--- src/rtl/inst_fetcher_pkg.sv ---
// Shared definitions for the instruction fetcher: fetch FSM states, queue entry layout,
// and the JAL target helper used when JAL_REDIRECT_EN is defined.
package inst_fetcher_pkg;

  localparam logic [6:0] OPC_JAL = 7'b1101111;

  typedef enum logic [1:0] {
    FS_IDLE    = 2'd0,
    FS_WAIT    = 2'd1,
    FS_DISCARD = 2'd2
  } fetch_state_t;

  typedef struct packed {
    logic [31:0] word;
    logic [31:0] pc;
    logic [31:0] pred_pc;
  } fetch_entry_t;

  localparam int ENTRY_W = $bits(fetch_entry_t);

  // J-type immediate is sign-extended and already has its implicit zero LSB
  function automatic logic [31:0] jal_target(input logic [31:0] pc, input logic [31:0] d);
    return pc + {{12{d[31]}}, d[19:12], d[20], d[30:21], 1'b0};
  endfunction

endpackage

--- src/rtl/inst_fetcher_queue.sv ---
// In-order instruction queue: circular buffer with wrapping head/tail pointers,
// single-cycle flush, and a combinational head read.
module inst_queue #(
  parameter int DEPTH = 8,
  parameter int AW    = 3,
  parameter int W     = 96
) (
  input  logic          clk,
  input  logic          rst,
  input  logic          push,
  input  logic          pop,
  input  logic          flush,
  input  logic [W-1:0]  push_data,
  output logic [W-1:0]  head_data,
  output logic          full,
  output logic          empty,
  output logic [AW:0]   count
);

  logic [W-1:0]  mem [DEPTH];
  logic [AW-1:0] head;
  logic [AW-1:0] tail;

  always_ff @(posedge clk) begin
    if (rst) begin
      head  <= '0;
      tail  <= '0;
      count <= '0;
    end else if (flush) begin
      head  <= tail;
      count <= '0;
    end else begin
      if (push) tail <= tail + AW'(1);
      if (pop)  head <= head + AW'(1);
      unique case ({push, pop})
        2'b10:   count <= count + (AW+1)'(1);
        2'b01:   count <= count - (AW+1)'(1);
        default: count <= count;
      endcase
    end
  end

  // Storage carries no reset; entries are only observed while count says they are live
  always_ff @(posedge clk) begin
    if (!rst && !flush && push) mem[tail] <= push_data;
  end

  assign head_data = mem[head];
  assign empty     = (count == '0);
  assign full      = (count == (AW+1)'(DEPTH));

endmodule

--- src/rtl/inst_fetcher.sv ---
// Instruction fetcher: one outstanding memory request at a time, results queued in order
// with their PC and predicted next PC. Optional macro JAL_REDIRECT_EN follows JAL targets.
module inst_fetcher
  import inst_fetcher_pkg::*;
#(
  parameter logic [31:0] RESET_PC    = 32'h0,
  parameter int          QUEUE_DEPTH = 8,
  parameter int          QUEUE_AW    = 3
) (
  input  logic        clk_in,
  input  logic        rst_in,
  input  logic        rdy_in,
  output logic        ifetch_req,
  output logic [31:0] ifetch_addr,
  input  logic        ifetch_done,
  input  logic [31:0] ifetch_data,
  output logic        inst_valid,
  input  logic        inst_ready,
  output logic [31:0] inst,
  output logic [31:0] inst_pc,
  output logic [31:0] inst_pred_pc,
  input  logic        flush_in,
  input  logic [31:0] flush_pc
);

  fetch_state_t      state;
  logic [31:0]       pc;
  logic [31:0]       pred_pc;
  logic              q_push;
  logic              q_pop;
  logic              q_flush;
  logic              q_full;
  logic              q_empty;
  logic [QUEUE_AW:0] q_count;
  fetch_entry_t      push_entry;
  fetch_entry_t      head_entry;

`ifdef JAL_REDIRECT_EN
  always_comb begin
    pred_pc = pc + 32'd4;
    if (ifetch_data[6:0] == OPC_JAL) pred_pc = jal_target(pc, ifetch_data);
  end
`else
  assign pred_pc = pc + 32'd4;
`endif

  // While waiting, pc still equals the outstanding request address
  assign push_entry = '{word: ifetch_data, pc: pc, pred_pc: pred_pc};

  assign q_flush = rdy_in & flush_in;
  assign q_push  = rdy_in & ~flush_in & (state == FS_WAIT) & ifetch_done;
  assign q_pop   = rdy_in & ~flush_in & ~q_empty & inst_ready;

  inst_queue #(
    .DEPTH (QUEUE_DEPTH),
    .AW    (QUEUE_AW),
    .W     (ENTRY_W)
  ) u_queue (
    .clk       (clk_in),
    .rst       (rst_in),
    .push      (q_push),
    .pop       (q_pop),
    .flush     (q_flush),
    .push_data (push_entry),
    .head_data (head_entry),
    .full      (q_full),
    .empty     (q_empty),
    .count     (q_count)
  );

  assign inst_valid   = (q_count != '0);
  assign inst         = head_entry.word;
  assign inst_pc      = head_entry.pc;
  assign inst_pred_pc = head_entry.pred_pc;

  always_ff @(posedge clk_in) begin
    if (rst_in) begin
      state       <= FS_IDLE;
      pc          <= RESET_PC;
      ifetch_req  <= 1'b0;
      ifetch_addr <= 32'h0;
    end else if (rdy_in) begin
      unique case (state)
        FS_IDLE: begin
          if (flush_in) begin
            pc <= flush_pc;
          end else if (!q_full) begin
            ifetch_req  <= 1'b1;
            ifetch_addr <= pc;
            state       <= FS_WAIT;
          end
        end
        FS_WAIT: begin
          if (flush_in) begin
            pc <= flush_pc;
            if (ifetch_done) begin
              ifetch_req <= 1'b0;
              state      <= FS_IDLE;
            end else begin
              state <= FS_DISCARD;
            end
          end else if (ifetch_done) begin
            pc         <= pred_pc;
            ifetch_req <= 1'b0;
            state      <= FS_IDLE;
          end
        end
        FS_DISCARD: begin
          if (flush_in) pc <= flush_pc;
          if (ifetch_done) begin
            ifetch_req <= 1'b0;
            state      <= FS_IDLE;
          end
        end
        default: state <= FS_IDLE;
      endcase
    end
  end

endmodule
--- config.mk ---
export PLATFORM = sky130hd
export DESIGN_NAME = inst_fetcher
export DESIGN_NICKNAME = d
export VERILOG_FILES = /design/src/rtl/inst_fetcher_pkg.sv /design/src/rtl/inst_fetcher_queue.sv /design/src/rtl/inst_fetcher.sv
export SDC_FILE = /design/constraint.sdc
export NUM_CORES = 1
export LEC_CHECK = 0
export ABC_AREA = 0
export CORE_MARGIN = 2
export CORE_UTILIZATION = 33
export CTS_CLUSTER_DIAMETER = 50
export DETAILED_ROUTE_END_ITERATION = 12
export GPL_TIMING_DRIVEN = 0
export SLEW_MARGIN = 20
export SYNTH_ARGS = -nofsm -noshare
export SYNTH_HDL_FRONTEND = slang
export SYNTH_SLANG_ARGS = --single-unit
--- constraint.sdc ---
create_clock -name clk_in -period 8.85 [get_ports clk_in]
set_clock_uncertainty 0.15 [all_clocks]
set_input_delay 0.885 -clock clk_in [delete_from_list [all_inputs] [get_ports clk_in]]
set_output_delay 0.885 -clock clk_in [all_outputs]
set_load 0.03 [all_outputs]
After elaboration in Yosys (flattened, before gate mapping)
Memories as Yosys holds them, arrays and structs flattened. A register that Yosys moved wholly into a read port is not among the register bits.
Cells that the tools add are included.

operators by class
  bitwise gates (word level) = 10
  reduce and logical (&&, ||, !) cells = 19
  $add $sub $neg = 5
  multiplexer cells = 21
  eq/ne operators = 10

operators by type and width
  operator                                          number
  two-way mux 32 bit                                3
  case mux 32 bit (2 select lines)                  1
  adder 32 x 3 -> 32 bit, second input constant     1
  two-way mux 3 bit                                 4
  two-way mux 2 bit                                 5
  case mux 4 bit (2 select lines)                   1
  AND reduction 4 bit                               2
  nonzero test 2 bit                                4
  adder 3 x 1 -> 3 bit, second input constant       2
  bitwise AND 1 bit                                 6
  case mux 2 bit (3 select lines)                   1
  OR reduction 2 bit                                3
  two-way mux 1 bit                                 5
  AND reduction 5 bit                               1
  adder 4 x 1 -> 4 bit, second input constant       1
  == test 2 x 1 -> 1 bit, second input constant     2
  == test 2 bit, second input constant              2
  == test 4 bit, second input constant              1
  logical NOT 4 bit                                 1
  != test 2 x 1 -> 1 bit, second input constant     2
  != test 2 bit, second input constant              2
  NOT 1 bit                                         4
  nonzero test 4 bit                                1
  subtractor 4 x 1 -> 4 bit, second input constant  1
  7 further kinds                                   9

word-level totals
  output and inout port bits = 130
  memories kept = 1
  bits in registers = 77
  logic and storage cells = 73
  memory bits (writable) = 768
  input bits = 70

memories
  memory       words  width  rd ports  clocked after memory_dff  wr ports  RTL line                  source
  u_queue.mem  8      96     1         1                         1         inst_fetcher_queue.sv:20  logic [W-1:0] mem [DEPTH];

Logic depth before layout (Yosys ltp)
Gate-level depths: netlist of the first run.

  depth after elaboration = 8
  depth in mapped cells = 11
  depth with buffers taken out = 10

By module
Synthesis of the first run repeated with hierarchy kept, for this count alone.

unflattened totals
  cell total of the unflattened synthesis = 1,685
  area total of the unflattened synthesis = 33,226.9 µm²

modules (own cells, without submodules)
  module        cells each  seq. area each (µm²)  area each (µm²)  instances
  inst_queue    1,188       23,322.4              29,498.3         1
  inst_fetcher  497         1,341.3               3,728.6          1

Least setup slack after synthesis of the first run
No wires, ideal clock.

  kind = input-to-reg
  from = in flush_in
  to = mem u_queue.mem[0][10] (enable)
  setup slack = -0.215 ns
  setup time = 0.662 ns
  buffers on the path = 1
  data arrival time = 8.253 ns
  stages = 5
  required time = 8.038 ns
  path through = clkbuf_1 -> nor2b_1 -> nand3_1 -> or3_1 -> nor3_1

on the way
  longest elaborated chain between the ends = 7
  elaborated cells between the ends (all ways) = 10
  classes of those cells = mux: 2; bitwise: 5; reduce/logical: 3

RTL lines
  element                                      RTL line                  source
  from (decl)                                  inst_fetcher.sv:22        input logic flush_in,
  NOT 1 bit (no line)                          n/a
  bitwise AND 1 bit (3 in a row)               inst_fetcher.sv:51        assign q_push = rdy_in & ~flush_in & (state == FS_WAIT) & ifetch_done;
  logical AND 1 bit (*)                        inst_fetcher_queue.sv:45  if (!rst && !flush && push) mem[tail] <= push_data;
  two-way mux 1 bit (*)                        inst_fetcher_queue.sv:45
  two-way mux 1 bit (not written as such) (*)  inst_fetcher_queue.sv:45
  to (decl)                                    inst_fetcher_queue.sv:20

Every way passes the cells marked *; elsewhere a longest branch is shown, timed or not.

==> metrics, run 1 <==
Yosys reg bits around 830; RSZ-0062 raised after global routing no; hold_sp ifetch_addr[5]; Vias around 17000; slew at the pin closest to its max-slew limit approximately 1.0 ns; Post-synth top flop edfxtp_1; critical path required time around 8 ns; H-tree depth 3; final core utilization about two fifths; num rows 115; Final Cell Area about 40000 um2; asr flop ratio synth 0%; Layout area overhead 24.3%; Worst R2R Path Depth 5; met1 Track Usage GR between 20 and 25%; fin nets between 2000 and 2500; final hold violations 0; Cell Area, Placed 37300 um2; vias in the first global route ~18000; r2r setup slk 5.13 ns; Reg power frac approximately half; met3 usage in global routing 2.89%; CTS Buffer Depth 3; drt first-iter violations 2086; Post-Route WL ~85000 um; Root Buffer clkbuf_16; Sw Pwr ~2.0 mW; Logic pwr share about 6.7%; grt peak-use layer met2; final non-filler cell total 3374; Unique masters post-synth just over 60; initial antenna violation count 2; Final Max Tran Viols 0; first-pass GRT wire length 124000 um; Starting Density about a third; Period Utilization, post-route approximately 60%; Hold Buf Count CTS 0; # setup viols final 0; drt wl/cell about 25 um; Final TNS setup 0 ns; gr ovfl total 0; maximum VDD drop 0.128 mV; Internal 6.82 mW; CTS tree built; reg-to-reg startpoint pc[2]; synth warn 0; clk slew on worst S/H paths ~0.060 ns; Arrival @ worst endpoint about 4.4 ns; mapped cell area approximately 32000 um2; static leakage 12.5 nW; critical path endpoint category output port; Worst Path Max Fanout 10; DR DRC count 0; syn nets ~1700; Total Power 8.78 mW; status finished, final reports clean; GRT Overall Usage 16.7%; Via-to-Cell Ratio between 5 and 6; crit path kind reg2out; first drt pass iteration count 7; layout cells sized above 1 around a quarter; largest net degree at the start of global routing 20; postcts setup bufs 0; met2 Use GR 27.7%; IO Pins 200; Post-synth EDFFs approximately 750; Antenna Cells 0; post_cts resized 0; area of the core 98000 um2; Seq/Total Area, Yosys between 70% and 80%; max-cap viol count 0; placed insts about 3200; Worst Hold End ifetch_addr[5]; worst-skew pair later-pin latency about 0.64 ns; routability cong. 0.883; Worst Hold Depth 2; Mean Syn Cell Area between 15 and 20 um2; switching share of power between 20 and 25%; cell count after synthesis 1665; Num CTS Buffers 98; die area between 100000 and 150000 um2; headroom to the max-slew limit 32.0%; dpl hpwl 57400 um; reg-to-reg critical path endpoint u_queue.mem[5][14]; Final min period about 5.4 ns; Routed Antenna Nets 0; Max Freq roughly 180 MHz; Buffers on Ports just under 200; path type of the worst min-delay path reg2reg; crit path launch type flop; DIE WIDTH about 320 um; P per Cell Area between 200 and 250 nW/um2; Clk pwr share between 40 and 50%; # clock sinks between 800 and 900; die height between 300 and 400 um
## final cells by class
type / instances / area [um2]
Fill cell: 8534 / 57600
Inverter: 9 / 33.8
Sequential cell: 832 / 24200
Timing Repair Buffer: 250 / 3090
Clock buffer: 117 / 2670
Clock inverter: 55 / 440
Tap cell: 1287 / 1610
Multi-Input combinational cell: 718 / 7910
Buffer: 106 / 442
## cell usage after synthesis (all sizes together), types with 2 or more instances
library cell / instances / area, um2
xor2: 16 / 140
xnor2: 19 / 166
a21oi: 63 / 315
a32oi: 4 / 35.0
mux2i: 8 / 80.1
a22oi: 4 / 30.0
nand4: 16 / 115
a211o: 4 / 35.0
o22ai: 2 / 12.5
ha: 10 / 125
or4: 4 / 37.5
dfxtp: 80 / 1600
a22o: 2 / 17.5
a31oi: 10 / 62.6
nand2: 101 / 379
buf: 33 / 154
mux2: 95 / 1070
nand3b: 3 / 22.5
inv: 9 / 33.8
a41oi: 2 / 17.5
nor4b: 3 / 26.3
clkbuf: 73 / 277
nand3: 16 / 85.1
edfxtp: 752 / 22600
nor3b: 3 / 22.5
nand2b: 10 / 62.6
nor4bb: 2 / 20.0
o2111ai: 2 / 17.5
a211oi: 4 / 30.0
nor3: 16 / 85.1
o32ai: 2 / 17.5
a2bb2oi: 2 / 17.5
o21ai: 19 / 95.1
mux4: 188 / 4230
and3: 13 / 81.3
o211ai: 3 / 22.5
o41ai: 2 / 17.5
nor4: 5 / 37.5
or3: 6 / 37.5
nor2: 47 / 176
## logic make-up after synthesis
| kind of cell | count (synthesis) | synth area share (%) |
|---|---|---|
| adders and majority gates | 10 | 0.385 |
| buffers and inverters | 115 | 1.43 |
| and+or+nand+nor | 249 | 3.74 |
| DFF | 832 | 74.4 |
| xor gates and xnor gates | 35 | 0.944 |
| AOI/OAI and AO/OA | 133 | 2.49 |
| muxes | 291 | 16.6 |
## critical path, cell delays in order (launching register included)
cell and delay [ns]:
dfxtp_1 0.30, clkbuf_1 0.73, clkbuf_1 0.67, clkbuf_1 0.68, mux4_2 0.40, mux2_2 0.32, clkdlybuf4s50_1 0.61
## per-layer routing
metal  up-vias  part of all wire [%]
li1       7487                     -
met1      9116                    42
met2       651                    49
met4         0                   2.3
met3       126                   6.8
met5         -                     0
## how the worst max path moves through the flow
stage                    endpoint  slack [ns]
6_report                 inst[14]        3.44
5_1_grt                  inst[22]        3.27
4_1_cts                  inst[14]        3.31
3_5_place_dp             inst[14]        4.01
3_3_place_gp   u_queue.mem[2][69]       -3.53
2_1_floorplan  u_queue.mem[2][10]        2.33
## placed cells by master (no fill, tap or decap), types with 7 or more instances in the layout
cell type | netlist | final
nand2b_1 | 10 | 10
xnor2_1 | 19 | 19
xor2_1 | 16 | 16
and3_1 | 13 | 13
a21oi_1 | 63 | 63
ha_1 | 10 | 10
nor2_1 | 47 | 41
clkdlybuf4s50_1 | 0 | 196
clkinv_1 | 0 | 13
nand2_1 | 101 | 101
nor3_1 | 15 | 12
inv_1 | 9 | 9
buf_8 | 0 | 16
edfxtp_1 | 752 | 752
mux4_2 | 188 | 188
clkinv_2 | 0 | 15
o21ai_0 | 19 | 19
nand3_1 | 15 | 15
nand4_1 | 15 | 15
inv_6 | 0 | 7
clkbuf_16 | 0 | 104
dfxtp_1 | 80 | 80
mux2i_1 | 8 | 8
buf_16 | 0 | 20
buf_12 | 0 | 15
buf_1 | 18 | 16
clkbuf_2 | 2 | 10
clkbuf_1 | 71 | 75
buf_2 | 12 | 13
mux2_2 | 95 | 95
a31oi_1 | 10 | 10
## per-stage QoR
step                      hold slack, ns  worst slack [ns]
after global routing               0.334              3.27
after detailed placement           0.299              4.01
after floorplan                    0.313              2.33
after global placement             0.305             -3.53
final                              0.310              3.44
after CTS                          0.316              3.31
## registers in the layout (all words and copies together) (netlist names), named ones only
name / count
ifetch_addr: 32
ifetch_req: 1
pc: 32
state: 2
u_queue.count: 4
u_queue.head: 3
u_queue.mem: 752
u_queue.tail: 3
## power by group through the flow
stage,combinational (mW),sequential [mW],clock [mW]
finish,0.588,4.35,3.84
global route,0.624,4.35,4.09
CTS,0.597,4.34,3.92
detailed placement,0.594,4.43,0
global placement,0.585,4.42,0
floorplan,0.335,4.41,0
Note: power is estimated with default switching activity, not from simulation.
==> inputs of run 2 (changes only) <==
clock period = 4.8 ns   (was 8.85 ns; I/O delays follow)
==> metrics, run 2 (synthesized netlist as in run 1, its figures left out) <==
status finished, final reports clean; die height around 320 um; headroom to the max-slew limit roughly 28%; Cell Area, Placed 37200 um2; footprint of the multi-input gates around 8000 um2; Layout area overhead 24.9%; layout cells sized above 1 about a quarter; path type of the worst min-delay path in2reg; Routed Antenna Nets 0; setup slack after layout between 0.1 and 0.15 ns; Final min period 4.70 ns; Vias ~17000; RSZ-0062 raised after global routing no; die area around 100000 um2; Post-Place Setup Slack approximately 0.32 ns; fin nets about 2100; Arrival @ worst endpoint about 4.1 ns; fill cell count 8556; worst-skew pair later-pin latency between 0.6 and 0.7 ns; CTS Buffer Depth 3; drt wl/cell about 25 um; GRT Overall Usage roughly 17%; Worst R2R Path Depth 10; final hold violations 0; gr ovfl total 0; vias in the first global route between 15000 and 20000; H-tree depth 3; first drt pass iteration count 6; Worst path depth 5; Hold Buf Count CTS 0; CP max stage cell dfxtp_1; largest net degree at the start of global routing 21; # setup viols final 0; Via-to-Cell Ratio roughly 5; Root Buffer clkbuf_16; DIE WIDTH roughly 320 um; Worst Hold Depth 3; worst path cell trace clkbuf_2 -> clkbuf_1 -> mux4_2 -> mux2_2 -> clkdlybuf4s50_1; top flop regs u_queue.mem (752), ifetch_addr (32), pc (32); area of the core slightly below 100000 um2; Num CTS Buffers 97; critical path required time 4.17 ns; IO Pins 200; Post-Route WL between 80000 and 90000 um; num rows 115; Final Cell Area ~40000 um2; Max Freq 213 MHz; Worst Path Max Fanout 10; routability cong. 0.874; Starting Density approximately 33%; # clock sinks 832; drt first-iter violations ~1800; Period Utilization, post-route between 90% and 100%; Final TNS setup 0 ns; clk slew on worst S/H paths ~0.060 ns; commonest cells after routing, fill and taps aside edfxtp_1 (752), clkdlybuf4s50_1 (196), mux4_2 (188), nand2_1 (101), clkbuf_16 (98); critical path endpoint category output port; DR DRC count 0; Storage cell area around 24000 um2; WP buf/inv 3; slew at the pin closest to its max-slew limit 1.07 ns; Biggest register u_queue.mem; first-pass GRT wire length about 120000 um; crit path launch type flop; Final Max Tran Viols 0; delay-heaviest family, CP buffers and inverters; Largest register FFs roughly 750; Antenna Cells 0; crit path kind reg2out; CTS tree built; Total Power about 16 mW; Max stage delay on crit path a little over 0.8 ns; static leakage between 10 and 15 nW; initial antenna violation count 2; commonest non-fill, non-tap cell in the layout edfxtp_1; Buffers on Ports about 200; maximum VDD drop roughly 0.27 mV; max-cap viol count 0; P per Cell Area around 400 nW/um2; dpl hpwl 57200 um
==> run 2: power by group <==
group / internal, mW / switching, mW
Sequential: 7.94 / 0.0750
Combinational: 0.452 / 0.630
Clock: 4.29 / 3.02
Total: 12.7 / 3.73
==> run 2: final timing paths <==
check                                      from                  to  slack (ns)
worst max-delay path                       flop          inst_pc[3]        0.10
worst min-delay path                   flush_in            state[1]        0.06
worst max register to register         state[1]  u_queue.mem[0][78]        1.09
worst min register to register  ifetch_addr[15]     ifetch_addr[15]        0.31
==> run 2: through the flow <==
step / instances / utilization [%] / hold WS (ns)
6_report: 3381 / 41.4 / 0.0564
5_1_grt: 3381 / 41.4 / 0.0614
4_1_cts: 3381 / 41.4 / 0.0252
3_5_place_dp: 3201 / 38.0 / 0.298
3_3_place_gp: 3148 / 36.8 / 0.303
2_1_floorplan: 1665 / - / 0.313
==> run 2: repair_timing <==
item,CTS,global route
setup buffers,0,0
endpoints found under the hold margin,0,0
gates resized for setup,30,2
endpoints found under the setup margin,96,3
==> run 2: layout make-up <==
cell class	instances	share of cell area, %
repair buffers	249	7.52
clock inverters	57	1.50
inverters	9	0.0833
flip-flops and latches	832	59.6
well taps	1287	3.97
plain buffers	105	1.28
clock buffers	124	6.53
multi-input cells	718	19.5
==> run 2: metal layers <==
layer	global-route usage, %	up-vias	part of all wire [%]	routed length, um
met5	0	-	0	0
met2	27.2	603	49	41100
met4	5.04	0	2.5	2120
met1	22.6	9099	43	36000
li1	-	7478	-	-
met3	2.97	136	6.1	5140
==> run 2: worst min-delay path: cells and delay by family <==
| family | cells | cell delay [ns] |
|---|---|---|
| AO/OA/AOI/OAI | 1 | 0.06 |
| buffers and inverters | 1 | 0.18 |
| AND/OR/NAND/NOR | 1 | 0.12 |
